==> src/rtl/speriph_plug_arbiter_pkg.sv <==
`default_nettype none
// ============================================================================
// Package  : speriph_plug_arbiter_pkg
// Purpose  : Shared constants, peripheral-plug transaction types and a small
//            index-width helper for the speriph plug arbiter slice.
// Contents : NB_SPERIPH_PLUGS_EU  - plug count merged in front of the event unit
//            speriph_req_t        - request payload (add, wen, wdata, be, id)
//            speriph_rsp_t        - response payload (rdata, opc, id)
//            idx_width()          - max(1, clog2(n))
// Revision : 1.0 - initial release
// ============================================================================
package speriph_plug_arbiter_pkg;

  localparam int NB_SPERIPH_PLUGS_EU = 2;

  localparam int SPERIPH_ADDR_WIDTH = 32;
  localparam int SPERIPH_DATA_WIDTH = 32;
  localparam int SPERIPH_ID_WIDTH   = 5;
  localparam int SPERIPH_BE_WIDTH   = SPERIPH_DATA_WIDTH / 8;

  typedef struct packed {
    logic [SPERIPH_ADDR_WIDTH-1:0] add;
    logic                          wen;
    logic [SPERIPH_DATA_WIDTH-1:0] wdata;
    logic [SPERIPH_BE_WIDTH-1:0]   be;
    logic [SPERIPH_ID_WIDTH-1:0]   id;
  } speriph_req_t;

  typedef struct packed {
    logic [SPERIPH_DATA_WIDTH-1:0] rdata;
    logic                          opc;
    logic [SPERIPH_ID_WIDTH-1:0]   id;
  } speriph_rsp_t;

  // A single-plug index still needs one bit to exist as a signal.
  function automatic int idx_width(input int n);
    return (n > 1) ? $clog2(n) : 1;
  endfunction

endpackage
`default_nettype wire

==> src/rtl/speriph_plug_arbiter_id_fifo.sv <==
`default_nettype none
// ============================================================================
// Module   : speriph_plug_arbiter_id_fifo
// Purpose  : Small FIFO holding the plug index of each outstanding request so
//            responses can be steered back in issue order.
// Ports    : clk_i, rst_ni (sync, active-low)
//            push_i/data_i  - enqueue an index
//            pop_i          - dequeue the head (ignored when empty)
//            head_o         - oldest index
//            full_o/empty_o - occupancy flags
//            A push and a pop in the same cycle are both honoured, including
//            when the FIFO is full.
// Revision : 1.0 - initial release
// ============================================================================
module speriph_plug_arbiter_id_fifo #(
  parameter int DEPTH = 2,
  parameter int WIDTH = 1
) (
  input  logic             clk_i,
  input  logic             rst_ni,
  input  logic             push_i,
  input  logic [WIDTH-1:0] data_i,
  input  logic             pop_i,
  output logic [WIDTH-1:0] head_o,
  output logic             full_o,
  output logic             empty_o
);

  localparam int PTR_W = (DEPTH > 1) ? $clog2(DEPTH) : 1;
  localparam int CNT_W = $clog2(DEPTH + 1);

  logic [WIDTH-1:0] mem [DEPTH];
  logic [PTR_W-1:0] wr_ptr;
  logic [PTR_W-1:0] rd_ptr;
  logic [CNT_W-1:0] count;
  logic             do_push;
  logic             do_pop;

  function automatic logic [PTR_W-1:0] ptr_inc(input logic [PTR_W-1:0] p);
    return (p == PTR_W'(DEPTH - 1)) ? '0 : p + PTR_W'(1);
  endfunction

  assign full_o  = (count == CNT_W'(DEPTH));
  assign empty_o = (count == '0);
  assign head_o  = mem[rd_ptr];

  assign do_pop  = pop_i & ~empty_o;
  // A full FIFO can still take a push when the head leaves in the same cycle.
  assign do_push = push_i & (~full_o | do_pop);

  always_ff @(posedge clk_i) begin
    if (!rst_ni) begin
      wr_ptr <= '0;
      rd_ptr <= '0;
      count  <= '0;
    end else begin
      if (do_push) wr_ptr <= ptr_inc(wr_ptr);
      if (do_pop)  rd_ptr <= ptr_inc(rd_ptr);
      if (do_push && !do_pop)      count <= count + CNT_W'(1);
      else if (!do_push && do_pop) count <= count - CNT_W'(1);
    end
  end

  always_ff @(posedge clk_i) begin
    if (do_push) mem[wr_ptr] <= data_i;
  end

endmodule
`default_nettype wire

==> src/rtl/speriph_plug_arbiter.sv <==
`default_nettype none
// ============================================================================
// Module   : speriph_plug_arbiter
// Purpose  : Merges NB_PLUGS peripheral-interconnect slave plugs onto a single
//            target port. Round-robin arbitration, request hold while the
//            target stalls, in-order response routing through an index FIFO,
//            and a sticky protocol-error flag.
// Ports    : clk_i, rst_ni          - clock, sync active-low reset
//            plug_*_i / plug_gnt_o  - per-plug request side (flattened vectors)
//            plug_r_*_o             - response side, valid per plug, payload
//                                     broadcast
//            m_*_o / m_gnt_i        - request to the target
//            m_r_*_i                - response from the target
//            err_o                  - sticky: spurious response or a held
//                                     request withdrawn before grant
//            stall_cnt_o            - per-plug 16-bit saturating stall counters
//                                     (only with SPERIPH_ARB_STALL_CNT_EN)
// Macro    : SPERIPH_ARB_STALL_CNT_EN enables the stall counters and port.
// Revision : 1.0 - initial release
// ============================================================================
module speriph_plug_arbiter
  import speriph_plug_arbiter_pkg::*;
#(
  parameter int NB_PLUGS        = NB_SPERIPH_PLUGS_EU,
  parameter int ADDR_WIDTH      = 32,
  parameter int DATA_WIDTH      = 32,
  parameter int ID_WIDTH        = 5,
  parameter int MAX_OUTSTANDING = 2
) (
  input  logic                           clk_i,
  input  logic                           rst_ni,
  input  logic [NB_PLUGS-1:0]            plug_req_i,
  input  logic [NB_PLUGS*ADDR_WIDTH-1:0] plug_add_i,
  input  logic [NB_PLUGS-1:0]            plug_wen_i,
  input  logic [NB_PLUGS*DATA_WIDTH-1:0] plug_wdata_i,
  input  logic [NB_PLUGS*DATA_WIDTH/8-1:0] plug_be_i,
  input  logic [NB_PLUGS*ID_WIDTH-1:0]   plug_id_i,
  output logic [NB_PLUGS-1:0]            plug_gnt_o,
  output logic [NB_PLUGS-1:0]            plug_r_valid_o,
  output logic [DATA_WIDTH-1:0]          plug_r_rdata_o,
  output logic                           plug_r_opc_o,
  output logic [ID_WIDTH-1:0]            plug_r_id_o,
  output logic                           m_req_o,
  output logic [ADDR_WIDTH-1:0]          m_add_o,
  output logic                           m_wen_o,
  output logic [DATA_WIDTH-1:0]          m_wdata_o,
  output logic [DATA_WIDTH/8-1:0]        m_be_o,
  output logic [ID_WIDTH-1:0]            m_id_o,
  input  logic                           m_gnt_i,
  input  logic                           m_r_valid_i,
  input  logic [DATA_WIDTH-1:0]          m_r_rdata_i,
  input  logic                           m_r_opc_i,
  input  logic [ID_WIDTH-1:0]            m_r_id_i,
`ifdef SPERIPH_ARB_STALL_CNT_EN
  output logic [NB_PLUGS*16-1:0]         stall_cnt_o,
`endif
  output logic                           err_o
);

  localparam int IDX_W = idx_width(NB_PLUGS);
  localparam int BE_W  = DATA_WIDTH / 8;

  logic [IDX_W-1:0] rr_ptr;
  logic             lock;
  logic [IDX_W-1:0] lock_idx;
  logic             lock_hold;
  logic             lock_drop;
  logic [IDX_W-1:0] scan_idx;
  logic [IDX_W:0]   scan_sum;
  logic             scan_found;
  logic [IDX_W-1:0] winner;
  logic             any_req;
  logic             accept;
  logic             fifo_full;
  logic             fifo_empty;
  logic             fifo_full_eff;
  logic [IDX_W-1:0] fifo_head;
  logic             rsp_routed;

  // Round-robin scan: first requester at or above rr_ptr, wrapping.
  always_comb begin
    scan_idx   = '0;
    scan_found = 1'b0;
    scan_sum   = '0;
    for (int k = 0; k < NB_PLUGS; k++) begin
      scan_sum = {1'b0, rr_ptr} + (IDX_W+1)'(k);
      if (scan_sum >= (IDX_W+1)'(NB_PLUGS)) scan_sum = scan_sum - (IDX_W+1)'(NB_PLUGS);
      if (!scan_found && plug_req_i[scan_sum[IDX_W-1:0]]) begin
        scan_found = 1'b1;
        scan_idx   = scan_sum[IDX_W-1:0];
      end
    end
  end

  // A stalled request keeps its slot; if its plug withdraws, arbitration
  // falls back to the scan in that same cycle.
  assign lock_hold = lock & plug_req_i[lock_idx];
  assign lock_drop = lock & ~plug_req_i[lock_idx];
  assign winner    = lock_hold ? lock_idx : scan_idx;

  assign any_req       = |plug_req_i;
  assign fifo_full_eff = fifo_full & ~m_r_valid_i;
  assign m_req_o       = any_req & ~fifo_full_eff;
  assign accept        = m_req_o & m_gnt_i;
  assign rsp_routed    = m_r_valid_i & ~fifo_empty;

  always_comb begin
    m_add_o   = '0;
    m_wen_o   = 1'b1;
    m_wdata_o = '0;
    m_be_o    = '0;
    m_id_o    = '0;
    for (int i = 0; i < NB_PLUGS; i++) begin
      if (winner == IDX_W'(i)) begin
        m_add_o   = plug_add_i[i*ADDR_WIDTH +: ADDR_WIDTH];
        m_wen_o   = plug_wen_i[i];
        m_wdata_o = plug_wdata_i[i*DATA_WIDTH +: DATA_WIDTH];
        m_be_o    = plug_be_i[i*BE_W +: BE_W];
        m_id_o    = plug_id_i[i*ID_WIDTH +: ID_WIDTH];
      end
    end
  end

  // Grants and response valids are forced low while reset is held.
  always_comb begin
    plug_gnt_o     = '0;
    plug_r_valid_o = '0;
    for (int i = 0; i < NB_PLUGS; i++) begin
      plug_gnt_o[i]     = rst_ni & accept & (winner == IDX_W'(i));
      plug_r_valid_o[i] = rst_ni & rsp_routed & (fifo_head == IDX_W'(i));
    end
  end

  assign plug_r_rdata_o = m_r_rdata_i;
  assign plug_r_opc_o   = m_r_opc_i;
  assign plug_r_id_o    = m_r_id_i;

  always_ff @(posedge clk_i) begin
    if (!rst_ni) begin
      rr_ptr   <= '0;
      lock     <= 1'b0;
      lock_idx <= '0;
      err_o    <= 1'b0;
    end else begin
      if (accept) begin
        rr_ptr <= (winner == IDX_W'(NB_PLUGS - 1)) ? '0 : winner + IDX_W'(1);
        lock   <= 1'b0;
      end else if (m_req_o) begin
        lock     <= 1'b1;
        lock_idx <= winner;
      end else if (lock_drop) begin
        lock <= 1'b0;
      end
      // A response with nothing outstanding is dropped and flagged.
      if (lock_drop || (m_r_valid_i && fifo_empty)) err_o <= 1'b1;
    end
  end

  speriph_plug_arbiter_id_fifo #(
    .DEPTH (MAX_OUTSTANDING),
    .WIDTH (IDX_W)
  ) u_id_fifo (
    .clk_i   (clk_i),
    .rst_ni  (rst_ni),
    .push_i  (accept),
    .data_i  (winner),
    .pop_i   (m_r_valid_i),
    .head_o  (fifo_head),
    .full_o  (fifo_full),
    .empty_o (fifo_empty)
  );

`ifdef SPERIPH_ARB_STALL_CNT_EN
  for (genvar i = 0; i < NB_PLUGS; i++) begin : g_stall_cnt
    logic [15:0] cnt;
    always_ff @(posedge clk_i) begin
      if (!rst_ni) begin
        cnt <= '0;
      end else if (plug_req_i[i] && !plug_gnt_o[i] && (cnt != 16'hFFFF)) begin
        cnt <= cnt + 16'd1;
      end
    end
    assign stall_cnt_o[i*16 +: 16] = cnt;
  end
`endif

endmodule
`default_nettype wire

==> config.mk <==
export PLATFORM = sky130hd
export DESIGN_NAME = speriph_plug_arbiter
export DESIGN_NICKNAME = d
export VERILOG_FILES = /design/src/rtl/speriph_plug_arbiter_pkg.sv /design/src/rtl/speriph_plug_arbiter_id_fifo.sv /design/src/rtl/speriph_plug_arbiter.sv
export SDC_FILE = /design/constraint.sdc
export NUM_CORES = 1
export LEC_CHECK = 0
export BUFFER_PORTS_ARGS = -buffer_cell sky130_fd_sc_hd__clkbuf_2
export CAP_MARGIN = 20
export CORE_AREA = 10 10 112 114
export DETAILED_ROUTE_END_ITERATION = 12
export DIE_AREA = 0 0 122 124
export PLACE_DENSITY = 0.6
export SYNTH_ARGS = -nofsm -noshare
export SYNTH_HDL_FRONTEND = slang
export SYNTH_HIERARCHICAL = 1
export SYNTH_SLANG_ARGS = --single-unit
==> constraint.sdc <==
create_clock -name clk_i -period 3.3 [get_ports clk_i]
set_input_delay 0.33 -clock clk_i [delete_from_list [all_inputs] [get_ports clk_i]]
set_output_delay 0.33 -clock clk_i [all_outputs]
set_load 0.05 [all_outputs]
==> impl_metrics.json <==
{
  "synthCells": 180,
  "required_ns": 2.97,
  "htree_levels": 1,
  "post_cts_resize_count": 0,
  "power_density_nw_per_um2": 412,
  "cts_inserted_buffers": 3,
  "hold_buffers": 0,
  "max_cap_violations": 0,
  "gp_congestion": 0.917,
  "yosysSeqAreaShare": 0.136,
  "tightest_slew_ns": 0.493,
  "gr-usage-all-layers": 0.111,
  "die_width_um": 122,
  "port_buffers": 233,
  "finalWirelength_um": 9550,
  "area_growth_pct": 59.3,
  "final_cell_mix": "clkbuf_2 (233), mux2_2 (75), dfxtp_1 (9), nor2_1 (5), and2_1 (4)",
  "hp-class": "primary input to register",
  "end_kind": "output port",
  "synth_area_um2": 1770,
  "tns_ns": 0,
  "die_h_um": 124,
  "num_vias": 2076,
  "grt_pass1_wl_um": 13500,
  "power_w": 0.00116,
  "slew_viol_final": 0,
  "hold_viol": 0,
  "finalWorstSetupSlack_ns": 0.771,
  "wire_per_inst_um": 18.8,
  "route.detailed.drc": 0,
  "nNetsFinal": 567,
  "antenna_left": 0,
  "min_period_ns": 2.53,
  "worst-setup-path-type": "register to output port",
  "p_comb_frac": 0.715,
  "rsz0062_at_grt": "false",
  "cts-root-buf": "clkbuf_8",
  "multiInputGateArea_um2": 1160,
  "setup_viol_count_final": 0,
  "postSynthAreaPerCell_um2": 9.81,
  "grt_overflow": 0,
  "synth_nets": 373,
  "vdd_drop_max_uv": 247,
  "clkPwrFrac": 0.117,
  "yosysUniqueCellTypes": 36,
  "max_freq_mhz": 395,
  "critPathMaxFanout": 39,
  "relSlewSlack": 0.671,
  "avgViaCountPerCell": 4.08,
  "hold_ws_ns": 0.438,
  "p_int_w": 0.000537,
  "dp.final_hpwl_um": 8710,
  "drt-initial-drc-count": 46,
  "place_ws_ns": 0.998,
  "core-area_um2": 10200,
  "status": "finished clean",
  "cts.sinks": 11,
  "antenna_found_initial": 1,
  "grt_pass1_vias": 2355,
  "final-seq-area_um2": 240,
  "cts_tree": "done",
  "clk_pin_slew_ns": 0.05,
  "yosysWarnings": 6,
  "net-switching-power_w": 0.000621,
  "leakage_nw": 1.55,
  "power_frac_seq": 0.168,
  "firstDrtPassIters": 4,
  "final_common_cell": "clkbuf_2",
  "ios": 310,
  "rows": 37,
  "insertion_delay_ns": 0.24,
  "ys_ff_latch": 11,
  "switching_share": 0.536,
  "grt_max_degree": 40,
  "die_area_um2": 15100,
  "period_share": 0.766,
  "fin_worst_skew_ns": 0.00213,
  "startpoint_type": "register",
  "fin_util": 0.275,
  "crit_arrival_ns": 2.20,
  "cts_setup_buffers": 0,
  "clockBufferDepth": 2,
  "n_fill_cell": 1133,
  "start_util": 0.173,
  "layout-drive-gt1-share": 0.855,
  "num_antenna_cells": 0
}
-- cells in the mapped netlist --
cell type / instances / share of area
a211oi_2: 1 / 0.0071
a21boi_1: 1 / 0.0043
a21boi_2: 1 / 0.0064
a21oi_1: 1 / 0.0028
a221oi_1: 1 / 0.0050
a31oi_1: 1 / 0.0035
a32o_1: 1 / 0.0057
and2_1: 4 / 0.014
and3_1: 3 / 0.011
and3b_1: 1 / 0.0050
buf_2: 3 / 0.0085
buf_4: 38 / 0.16
buf_6: 5 / 0.032
dfxtp_1: 9 / 0.10
edfxtp_1: 2 / 0.034
ha_1: 1 / 0.0071
inv_1: 3 / 0.0064
inv_2: 1 / 0.0021
mux2_2: 75 / 0.48
mux2_4: 1 / 0.0085
mux2i_1: 2 / 0.011
nand2_1: 3 / 0.0064
nand2b_1: 2 / 0.0071
nor2_1: 5 / 0.011
nor2b_1: 3 / 0.011
nor3_1: 1 / 0.0028
nor3b_1: 1 / 0.0043
o2111ai_1: 1 / 0.0050
o21ai_0: 1 / 0.0028
o21ai_1: 1 / 0.0028
o21ai_2: 1 / 0.0050
o311ai_0: 1 / 0.0050
or2_2: 1 / 0.0035
or3_1: 1 / 0.0035
xnor2_1: 2 / 0.0099
xor2_1: 1 / 0.0050
-- cell families after synthesis --
logic type | Yosys count | share of synthesized area
flip-flops | 11 | 0.136
AND/OR/NAND/NOR | 25 | 0.0786
multiplexers | 78 | 0.498
XOR/XNOR | 3 | 0.0149
buffers and inverters | 50 | 0.210
AO/OA/AOI/OAI | 12 | 0.0552
adder cells (fa/ha/maj) | 1 | 0.00708
-- per-stage QoR --
| stage | instances | instance area (um^2) |
|---|---|---|
| floorplan | 180 | 1770 |
| global route | 509 | 2810 |
| finish | 509 | 2810 |
| global placement | 505 | 2770 |
| CTS | 509 | 2810 |
| detailed placement | 505 | 2770 |
-- worst max-delay path: stages (launching register included) --
cell and delay (ns):
dfxtp_1 0.37, mux2_4 0.33, o21ai_4 0.12, buf_4 0.43
mux2_2 0.42, clkbuf_2 0.25
-- registers in the layout, indices dropped and copies added, names as in the netlist, named ones only --
name / count
u_id_fifo/mem: 2
lock: 1
err_o: 1
u_id_fifo/wr_ptr: 1
rr_ptr: 1
u_id_fifo/count: 2
u_id_fifo/rd_ptr: 1
lock_idx: 1
-- worst paths after layout --
check / from / endpoint / slack, ns / cells after the start
worst max-delay path: lock$_SDFFE_PP0P_ / m_wdata_o[19] / 0.77 / 5
worst min-delay path: m_r_valid_i / err_o$_SDFFE_PN0P_ / 0.44 / 3
worst max register to register: u_id_fifo/count[1]$_SDFFE_PN0P_ / u_id_fifo/count[1]$_SDFFE_PN0P_ / 1.15 / 7
worst min register to register: err_o$_SDFFE_PN0P_ / err_o$_SDFFE_PN0P_ / 0.48 / 2
-- routing by layer --
layer | GRT usage | up-vias | share of wire | wire length (um)
li1 | - | 988 | - | -
met2 | 0.208 | 124 | 0.55 | 5250
met5 | 0 | - | 0.00073 | 7
met3 | 0.0376 | 25 | 0.10 | 987
met4 | 0.0320 | 2 | 0.017 | 167
met1 | 0.114 | 937 | 0.33 | 3140
-- power by group through the flow --
| stage | combinational (W) | sequential [W] | clock (W) |
|---|---|---|---|
| floorplan | 0.000726 | 0.000202 | 0 |
| global placement | 0.000829 | 0.000194 | 0 |
| detailed placement | 0.000834 | 0.000196 | 0 |
| CTS | 0.000841 | 0.000194 | 0.000139 |
| global route | 0.000884 | 0.000200 | 0.000150 |
| finish | 0.000828 | 0.000194 | 0.000136 |
-- layout make-up --
| cell class | count | area share |
|---|---|---|
| Inverter | 4 | 0.00534 |
| Sequential cell | 11 | 0.0854 |
| Multi-Input combinational cell | 119 | 0.413 |
| Timing Repair Buffer | 235 | 0.420 |
| Tap cell | 136 | 0.0605 |
| Clock buffer | 4 | 0.0160 |
Note: power is estimated with default switching activity, not from simulation.
